**config.mk**
```make
export PLATFORM = sky130hd
export DESIGN_NAME = mux_rr_arbiter
export DESIGN_NICKNAME = d
export VERILOG_FILES = /design/src/rtl/mux_arb_pkg.sv /design/src/rtl/mux.sv /design/src/rtl/mux_rr_arbiter.sv
export SDC_FILE = /design/constraint.sdc
export NUM_CORES = 1
export LEC_CHECK = 0
export ABC_AREA = 0
export BUFFER_PORTS_ARGS = -buffer_cell sky130_fd_sc_hd__buf_2
export CORE_AREA = 2 2 39 41
export DETAILED_ROUTE_END_ITERATION = 10
export DIE_AREA = 0 0 41 43
export MAX_ROUTING_LAYER = met4
export SYNTH_ARGS = -nofsm -noshare
export SYNTH_HDL_FRONTEND = slang
export SYNTH_SLANG_ARGS = --single-unit
```
**constraint.sdc**
```tcl
create_clock -name clk -period 3.96 [get_ports clk]
set_input_delay 0.792 -clock clk [delete_from_list [all_inputs] [get_ports clk]]
set_output_delay 0.792 -clock clk [all_outputs]
set_load 0.03 [all_outputs]
```
**src/rtl/mux_arb_pkg.sv**
```systemverilog
// Shared types and constants for the round-robin mux arbiter.
package mux_arb_pkg;

  typedef enum logic [1:0] {
    ARB_IDLE  = 2'd0,
    ARB_GNT_A = 2'd1,
    ARB_GNT_B = 2'd2
  } arb_state_t;

  localparam logic SEL_A = 1'b0;
  localparam logic SEL_B = 1'b1;

endpackage

```
**src/rtl/mux.sv**
```systemverilog
// Existing single-bit 2:1 mux: sel=0 passes a, sel=1 passes b.
module mux (
  input  logic a,
  input  logic b,
  input  logic sel,
  output logic o1
);

  assign o1 = sel ? b : a;

endmodule

```
**src/rtl/mux_rr_arbiter.sv**
```systemverilog
// Round-robin arbiter sharing a bank of 2:1 muxes between requesters A and B.
// Grants and the mux select are registered; a side that keeps requesting while
// the other waits is forced off after MAX_HOLD consecutive cycles.
module mux_rr_arbiter
  import mux_arb_pkg::*;
#(
  parameter int DATA_W   = 1,
  parameter int MAX_HOLD = 4
) (
  input  logic              clk,
  input  logic              rst,
  input  logic              req_a,
  input  logic              req_b,
  input  logic [DATA_W-1:0] a,
  input  logic [DATA_W-1:0] b,
  output logic              gnt_a,
  output logic              gnt_b,
  output logic              sel,
  output logic [DATA_W-1:0] o1,
  output logic              o1_valid
);

  localparam int HW = $clog2(MAX_HOLD + 1);
  localparam logic [HW-1:0] HOLD_LAST = HW'(MAX_HOLD - 1);

  arb_state_t    state_q, state_d;
  logic [HW-1:0] hold_q, hold_d;
  logic          last_b_q, last_b_d;
  logic          gnt_a_q, gnt_b_q, sel_q;

  // Next grant owner, hold counter and last-served side from live requests.
  always_comb begin
    state_d  = state_q;
    hold_d   = hold_q;
    last_b_d = last_b_q;

    case (state_q)
      ARB_IDLE: begin
        if (req_a && req_b)
          state_d = last_b_q ? ARB_GNT_A : ARB_GNT_B;
        else if (req_a)
          state_d = ARB_GNT_A;
        else if (req_b)
          state_d = ARB_GNT_B;
      end
      ARB_GNT_A: begin
        if (!req_a)
          state_d = req_b ? ARB_GNT_B : ARB_IDLE;
        else if (req_b && (hold_q == HOLD_LAST))
          state_d = ARB_GNT_B;
      end
      ARB_GNT_B: begin
        if (!req_b)
          state_d = req_a ? ARB_GNT_A : ARB_IDLE;
        else if (req_a && (hold_q == HOLD_LAST))
          state_d = ARB_GNT_A;
      end
      default: state_d = ARB_IDLE;
    endcase

    if ((state_d == ARB_GNT_A) && (state_q != ARB_GNT_A)) begin
      hold_d   = '0;
      last_b_d = 1'b0;
    end else if ((state_d == ARB_GNT_B) && (state_q != ARB_GNT_B)) begin
      hold_d   = '0;
      last_b_d = 1'b1;
    end else if (state_d == ARB_IDLE) begin
      hold_d = '0;
    end else if (hold_q != HOLD_LAST) begin
      hold_d = hold_q + 1'b1;
    end
  end

  // Single state register; grant and select outputs are registered with it.
  always_ff @(posedge clk) begin
    if (rst) begin
      state_q  <= ARB_IDLE;
      hold_q   <= '0;
      last_b_q <= 1'b1;
      gnt_a_q  <= 1'b0;
      gnt_b_q  <= 1'b0;
      sel_q    <= SEL_A;
    end else begin
      state_q  <= state_d;
      hold_q   <= hold_d;
      last_b_q <= last_b_d;
      gnt_a_q  <= (state_d == ARB_GNT_A);
      gnt_b_q  <= (state_d == ARB_GNT_B);
      sel_q    <= (state_d == ARB_GNT_B) ? SEL_B : SEL_A;
    end
  end

  assign gnt_a    = gnt_a_q;
  assign gnt_b    = gnt_b_q;
  assign sel      = sel_q;
  assign o1_valid = gnt_a_q | gnt_b_q;

  // One shared mux per data bit, all steered by the registered select.
  for (genvar i = 0; i < DATA_W; i++) begin : g_mux
    mux u_mux (
      .a  (a[i]),
      .b  (b[i]),
      .sel(sel_q),
      .o1 (o1[i])
    );
  end

endmodule

```
**Word level (Yosys, flattened, before mapping)**

Index checks and enable logic that the tools add are counted.

- Bits in latches: 0
- Register bits: 9
- Memories: 0
- Input bits: 6
- Memory bits (read-only): 0
- RAM bits: 0

- Muxes and demuxes: 15
- Order comparisons: 0
- Add/sub/neg operators: 1
- Divide/modulo/power cells: 0
- Eq/ne operators: 8
- Multipliers: 0
- Reductions and logical operators: 9
- Bitwise gates (word level): 1
- Shift-type cells: 0

Operators with widths:

| cell | number |
|---|---|
| $mux 2 | 9 |
| $pmux 2 s3 | 1 |
| $logic_and 1x1->1 | 5 |
| $mux 1 | 5 |
| $eq 2x1->1 const B | 2 |
| $eq 2x2->1 const B | 2 |
| $logic_not 2->1 | 2 |
| $reduce_or 4->1 | 1 |
| $add 3x1->3 const B | 1 |
| $eq 3x2->1 const B | 1 |
| $ne 3x2->1 const B | 1 |
| $ne 2x1->1 const B | 1 |
| $ne 2x2->1 const B | 1 |
| $reduce_bool 2->1 | 1 |
| $or 1x1->1 | 1 |

**Depth between registers and ports, before layout**

Gate-level depths: netlist of the first run.

- Depth in word-level cells: 9
- Depth in mapped cells: 6

**Cells and area by module**

From an unflattened synthesis of the first run, not the netlist that was laid out.

- Cells, all modules: 45
- Area total of the unflattened synthesis: 444.2 um2

Modules (own cells, without submodules):

| module | seq. area each (um2) | times used | area an instance (um2) | cells each |
|---|---|---|---|---|
| mux_rr_arbiter | 160.2 | 1 | 429.2 | 44 |
| mux | 0.0 | 1 | 15.0 | 1 |

**Least setup slack after synthesis of the first run**

Ideal clock, no wire load.

- Path kind: in2out
- Start: in b
- End: out o1
- Required time: 3.168 ns
- Setup slack: 2.044 ns
- Path buffers: 0
- Cell stages on the path: 1
- Data arrival time: 1.124 ns
- Cells stage by stage: mux2_2

- Longest elaborated chain between the ends: 1

Ends and longest elaborated chain:

| element | RTL line | text |
|---|---|---|
| start: declaration | mux_rr_arbiter.sv:15 | `input logic [DATA_W-1:0] b,` |
| $mux 1 | mux.sv:9 | `assign o1 = sel ? b : a;` |
| end: declaration | mux_rr_arbiter.sv:19 | `output logic [DATA_W-1:0] o1,` |

Every way passes these cells.

**Worst setup path after layout of the first run**

Ends and elaborated chain as after synthesis.

==> flow_metrics.py, run 1 <==
metrics = {
    "detailed_routing": {
        "drt-initial-drc-count": 5,
        "viasPerCell": 5.30,
        "wirelength_um": 890,
        "first_pass_iters": 4,
        "avgRoutedWirePerCell_um": 12.0,
        "vias": 392,
        "drcViolationCount": 0,
        "ant_nets": 0,
    },
    "synthesis": {
        "synth_mux_area_frac": 0.0482,
        "synth_top_family_by_area": "compound AO/OA/AOI/OAI gates",
        "synth_top_area_cell": "dfxtp_1",
        "avgSynthCellArea_um2": 9.20,
        "yosysWarnings": 0,
        "synthArstFlopShare": 0,
        "synth_compound_area_frac": 0.261,
        "synth-seq-area-share": 0.363,
        "yosys.area_share.simple": 0.187,
        "ys.flop_type": "dfxtp_1",
        "synth_top_area_frac": 0.363,
        "synth_area_um2": 442,
        "synth_edf_count": 0,
        "synth_adder_area_share": 0.0567,
        "synthesis.instances": 48,
        "synth_common_cells": "dfxtp_1, a211oi_1, inv_1, nor2b_1",
        "synth_area_leaders": "dfxtp_1, ha_1, a211oi_1",
        "synth-seq-cells": 8,
        "synth_xor_area_frac": 0.0198,
        "yosys.cell_count.top_type": "dfxtp_1",
        "ys_types": 28,
        "syn_nets": 56,
    },
    "cts": {
        "cts_tree": "built",
        "numCtsBuffers": 3,
        "cts_hold_buf": 0,
        "clockRootBuffer": "clkbuf_4",
        "clock_latency_ns": 0.26,
        "clkTransAtPathRegs_ns": 0.05,
        "clockBufferDepth": 2,
        "cts_resized": 0,
        "htree_levels": 1,
        "cts_sinks": 8,
        "cts_setup_buffers": 0,
    },
    "cells_and_area": {
        "n_antenna_cell": 0,
        "final_layout_size_suffix_gt1_frac": 0.293,
        "final_nets": 68,
        "synthToLayoutAreaGrowth_pct": 17.0,
        "regArea_um2": 160,
        "filler_cell_count": 150,
        "fin_util": 0.373,
        "multi_input_area_um2": 253,
    },
    "power": {
        "p_leak_nw": 0.227,
        "swShare": 0.301,
        "power_frac_seq": 0.473,
        "peakVddDrop_v": 0.000163,
        "clkPwrFrac": 0.343,
        "p_sw_mw": 0.0577,
        "p_per_area_nw_per_um2": 371,
        "internal_power_mw": 0.134,
        "pwr-share-comb": 0.184,
    },
    "floorplan": {
        "die_w_um": 41,
        "start_util": 0.319,
        "core_area_um2": 1380,
        "rows": 14,
        "die_h_um": 43,
        "ioPinCount": 11,
        "dieArea_um2": 1760,
    },
    "setup_path": {
        "critPathLaunchType": "input pin",
        "max_stage_delay_ns": 0.25,
        "arrival_ns": 1.30,
        "reg2regPathDepth": 5,
        "crit_fanout": 1,
        "crit_path_frequent_cell": "buf_2",
        "cp.required_ns": 3.17,
        "cpMaxStageDelayCell": "mux2_2",
        "worst_setup_path_end_kind": "output port",
        "crit_type": "input pin to output port",
        "cp_cell_sequence": "buf_2, mux2_2, buf_2",
    },
    "timing": {
        "tns_ns": 0,
        "rsz0062_at_grt": "no",
        "hold_violations": 0,
        "slew_headroom": 0.726,
        "finClkSkew_ns": 0.00651,
        "period_minus_slack_ns": 2.10,
        "slew_viol_final": 0,
        "worst_pin_slew_ns": 0.411,
        "setup_viol": 0,
        "finalCritPeriodShare": 0.529,
        "fmax_ghz": 0.477,
    },
    "outcome": {
        "run_status": "completed",
    },
    "grt": {
        "grt_pass1_vias": 332,
        "antenna_found_initial": 0,
        "grt_overflow": 0,
        "grt_start_max_net_pins": 12,
        "track_usage": 0.127,
        "grt_pass1_wl_mm": 1.46,
    },
    "place": {
        "io_buffers": 10,
        "hpwl_um": 616,
        "finalWeightedCongestion": 0.715,
    },
    "run": {
        "cap_violations": 0,
    },
    "worst_hold_path": {
        "hold_path_class": "flip-flop to flip-flop",
        "whs_path_depth": 2,
    },
}
## placed cells by master (no fill, tap or decap), types with 2 or more instances in the layout
master	netlist	routed
nor2b_1	3	3
dfxtp_1	8	8
nor2_1	2	2
o311a_1	2	2
inv_1	3	3
buf_2	2	10
o211ai_1	2	2
nand2_1	2	2
a31oi_1	2	2
ha_1	2	2
clkbuf_4	0	3
a211oi_1	3	3
## power groups by stage
stage / Sequential (mW) / Combinational (mW) / Clock, mW
detailed placement: 0.0924 / 0.0351 / 0
global route: 0.0916 / 0.0390 / 0.0682
floorplan: 0.0925 / 0.0248 / 0
global placement: 0.0921 / 0.0346 / 0
CTS: 0.0906 / 0.0353 / 0.0662
finish: 0.0906 / 0.0353 / 0.0658
## cell families (layout without fill, tap and decap cells)
| group | Yosys count | after routing |
|---|---|---|
| xor gates and xnor gates | 1 | 1 |
| AOI/OAI and AO/OA | 15 | 15 |
| adders and majority gates | 2 | 2 |
| buffers and inverters | 6 | 16 |
| muxes | 2 | 2 |
| and+or+nand+nor | 14 | 14 |
| DFF | 8 | 8 |
## layout make-up
type	instances	area share
Multi-Input combinational cell	34	0.489
Sequential cell	8	0.310
Timing Repair Buffer	10	0.0969
Clock buffer	3	0.0436
Tap cell	16	0.0387
Inverter	3	0.0218
## metrics by stage
step           instance area, um^2  total power, mW  hold slack, ns  worst slack, ns  cells
3_3_place_gp                   494            0.127           0.531             1.87     71
3_5_place_dp                   494            0.127           0.530             1.86     71
2_1_floorplan                  442            0.117           0.512             2.04     48
6_report                       517            0.192           0.534             1.86     74
4_1_cts                        517            0.192           0.538             1.86     74
5_1_grt                        517            0.199           0.581             1.85     74
## routing by layer
metal / track usage / vias to the layer above / routed length, um
met1: 0.168 / 174 / 430
met4: 0.100 / 0 / 37
met5: - / - / 0
li1: - / 200 / -
met3: 0.0157 / 5 / 37
met2: 0.166 / 13 / 385
## sequential cells by signal (all words and copies together), names as in the netlist
name,cells
gnt_a,1
gnt_b,1
hold_q,3
last_b_q,1
state_q,2
## final timing paths
check / from / endpoint / slack [ns]
hold / removal: hold_q[2] / hold_q[2] / 0.53
setup / recovery: b / o1 / 1.86
setup reg to reg: hold_q[0] / last_b_q / 2.32
hold reg to reg: hold_q[2] / hold_q[2] / 0.53
## critical path, delay by kind of cell
| family | cells | cell delay [ns] |
|---|---|---|
| buffers and inverters | 2 | 0.26 |
| muxes | 1 | 0.25 |
Note: power is estimated with default switching activity, not from simulation.
==> inputs of run 2 (changes only) <==
==> constraint.sdc (replaced) <==
create_clock -name clk -period 2 [get_ports clk]
set_input_delay 0.4 -clock clk [delete_from_list [all_inputs] [get_ports clk]]
set_output_delay 0.4 -clock clk [all_outputs]
set_load 0.03 [all_outputs]
==> run 2 against run 1 <==
  * Global-route usage down 1.9 points
  * Critical endpoint is now last_b_q
  * Worst setup slack got worse by 1.5 ns
  * Via count up 0.51%
  * Clock power up 90%
  * Sequential cell count did not move
  * Sequential share of layout area unchanged
  * Highest routed layer unchanged
  * Cell count unchanged
  * Largest power group unchanged
  * First-iteration DRC count up 80%
==> flow_metrics.py, run 2 (synthesis results as in run 1) <==
metrics = {
    "place": {
        "place_area_um2": 494,
        "finalWeightedCongestion": 0.744,
        "hpwl_um": 595,
        "io_buffers": 10,
    },
    "power": {
        "p_leak_nw": 0.227,
        "peakVddDrop_v": 0.000267,
        "p_per_area_nw_per_um2": 723,
        "design_power_total_mw": 0.374,
    },
    "timing": {
        "finalCritPeriodShare": 0.815,
        "slew_headroom": 0.753,
        "finClkSkew_ns": 0.00208,
        "timing.hold.ws_ns": 0.376,
        "worst_pin_slew_ns": 0.370,
        "period_minus_slack_ns": 1.63,
        "tns_ns": 0,
        "rsz0062_at_grt": "no",
        "setup_viol": 0,
        "slew_viol_final": 0,
        "fmax_ghz": 0.613,
        "hold_violations": 0,
    },
    "setup_path": {
        "max_stage_delay_ns": 0.35,
        "crit_type": "flip-flop to flip-flop",
        "critPathLaunchType": "flip-flop",
        "worst_setup_path_end_kind": "flip-flop",
        "crit_path_frequent_cell": "ha_1",
        "crit_fanout": 11,
        "arrival_ns": 1.77,
        "cp_cell_sequence": "ha_1, ha_1, and2b_1, o21ai_2, a221o_1",
        "cp.required_ns": 2.14,
        "cpMaxStageDelayCell": "a221o_1",
    },
    "detailed_routing": {
        "first_pass_iters": 4,
        "vias": 394,
        "avgRoutedWirePerCell_um": 11.0,
        "wirelength_um": 816,
        "viasPerCell": 5.32,
        "ant_nets": 0,
        "drt-initial-drc-count": 9,
        "drcViolationCount": 0,
    },
    "cells_and_area": {
        "top_regs": "hold_q (3), state_q (2)",
        "final_layout_size_suffix_gt1_frac": 0.293,
        "synthToLayoutAreaGrowth_pct": 17.0,
        "n_antenna_cell": 0,
        "largest_reg_flops": 3,
        "fin_area_um2": 517,
        "final_nets": 68,
        "regMostFlops": "hold_q",
        "final_cell_mix": "buf_2, dfxtp_1",
        "final_common_cell": "buf_2",
    },
    "cts": {
        "cts_hold_buf": 0,
        "clockRootBuffer": "clkbuf_4",
        "clockBufferDepth": 2,
        "cts_sinks": 8,
        "cts_tree": "built",
        "cts_setup_buffers": 0,
        "htree_levels": 1,
        "numCtsBuffers": 3,
        "cts_resized": 0,
        "clkTransAtPathRegs_ns": 0.06,
        "clock_latency_ns": 0.25,
    },
    "floorplan": {
        "dieArea_um2": 1760,
        "start_util": 0.319,
        "die_w_um": 41,
        "rows": 14,
        "ioPinCount": 11,
        "core_area_um2": 1380,
        "die_h_um": 43,
    },
    "grt": {
        "track_usage": 0.107,
        "grt_pass1_wl_mm": 1.24,
        "grt_start_max_net_pins": 12,
        "grt_pass1_vias": 304,
        "grt_overflow": 0,
        "antenna_found_initial": 0,
    },
    "run": {
        "cap_violations": 0,
    },
    "outcome": {
        "run_status": "completed",
    },
    "worst_hold_path": {
        "hold_path_class": "input pin to flip-flop",
    },
}
[run 2: cell counts in the layout (fill, tap and decap cells not counted)]
No cell type changed its count.
[run 2: worst max-delay path, delay by kind of cell, from the launching register on]
| kind | cells | cell delay [ns] |
|---|---|---|
| compound gates | 2 | 0.43 |
| fa+ha+maj | 2 | 0.51 |
| simple gates | 1 | 0.26 |
| flops | 1 | 0.32 |
[run 2: worst paths after layout]
check | depth (start not counted) | slack (ns) | end | startpoint
worst min-delay path | 2 | 0.38 | last_b_q | rst
worst max-delay path | 5 | 0.37 | last_b_q | hold_q[0]
worst max register to register | 5 | 0.37 | last_b_q | hold_q[0]
worst min register to register | 2 | 0.56 | hold_q[0] | hold_q[0]
[run 2: metrics by stage]
stage,cells,util,setup slack (ns)
after floorplan,48,-,0.590
after global placement,71,0.357,0.422
after detailed placement,71,0.357,0.394
after CTS,74,0.373,0.363
after global routing,74,0.373,0.288
final,74,0.373,0.369
[run 2: area by class of cell]
cell class                      count  area (um^2)
Fill cell                         138          867
Multi-Input combinational cell     34          253
Sequential cell                     8          160
Timing Repair Buffer               10         50.0
Clock buffer                        3         22.5
Tap cell                           16         20.0
Inverter                            3         11.3
[run 2: layer usage]
layer,up-vias,GRT usage,wire length (um)
li1,200,-,-
met1,178,0.129,395
met2,14,0.144,368
met3,2,0.0157,38
met4,0,0.100,14
met5,-,-,0
[run 2: where the power goes]
part           switching [mW]  total [mW]  internal (mW)
sequential             0.0110       0.179          0.168
combinational          0.0414      0.0695         0.0280
clock                  0.0563       0.125         0.0688
total                   0.109       0.374          0.265
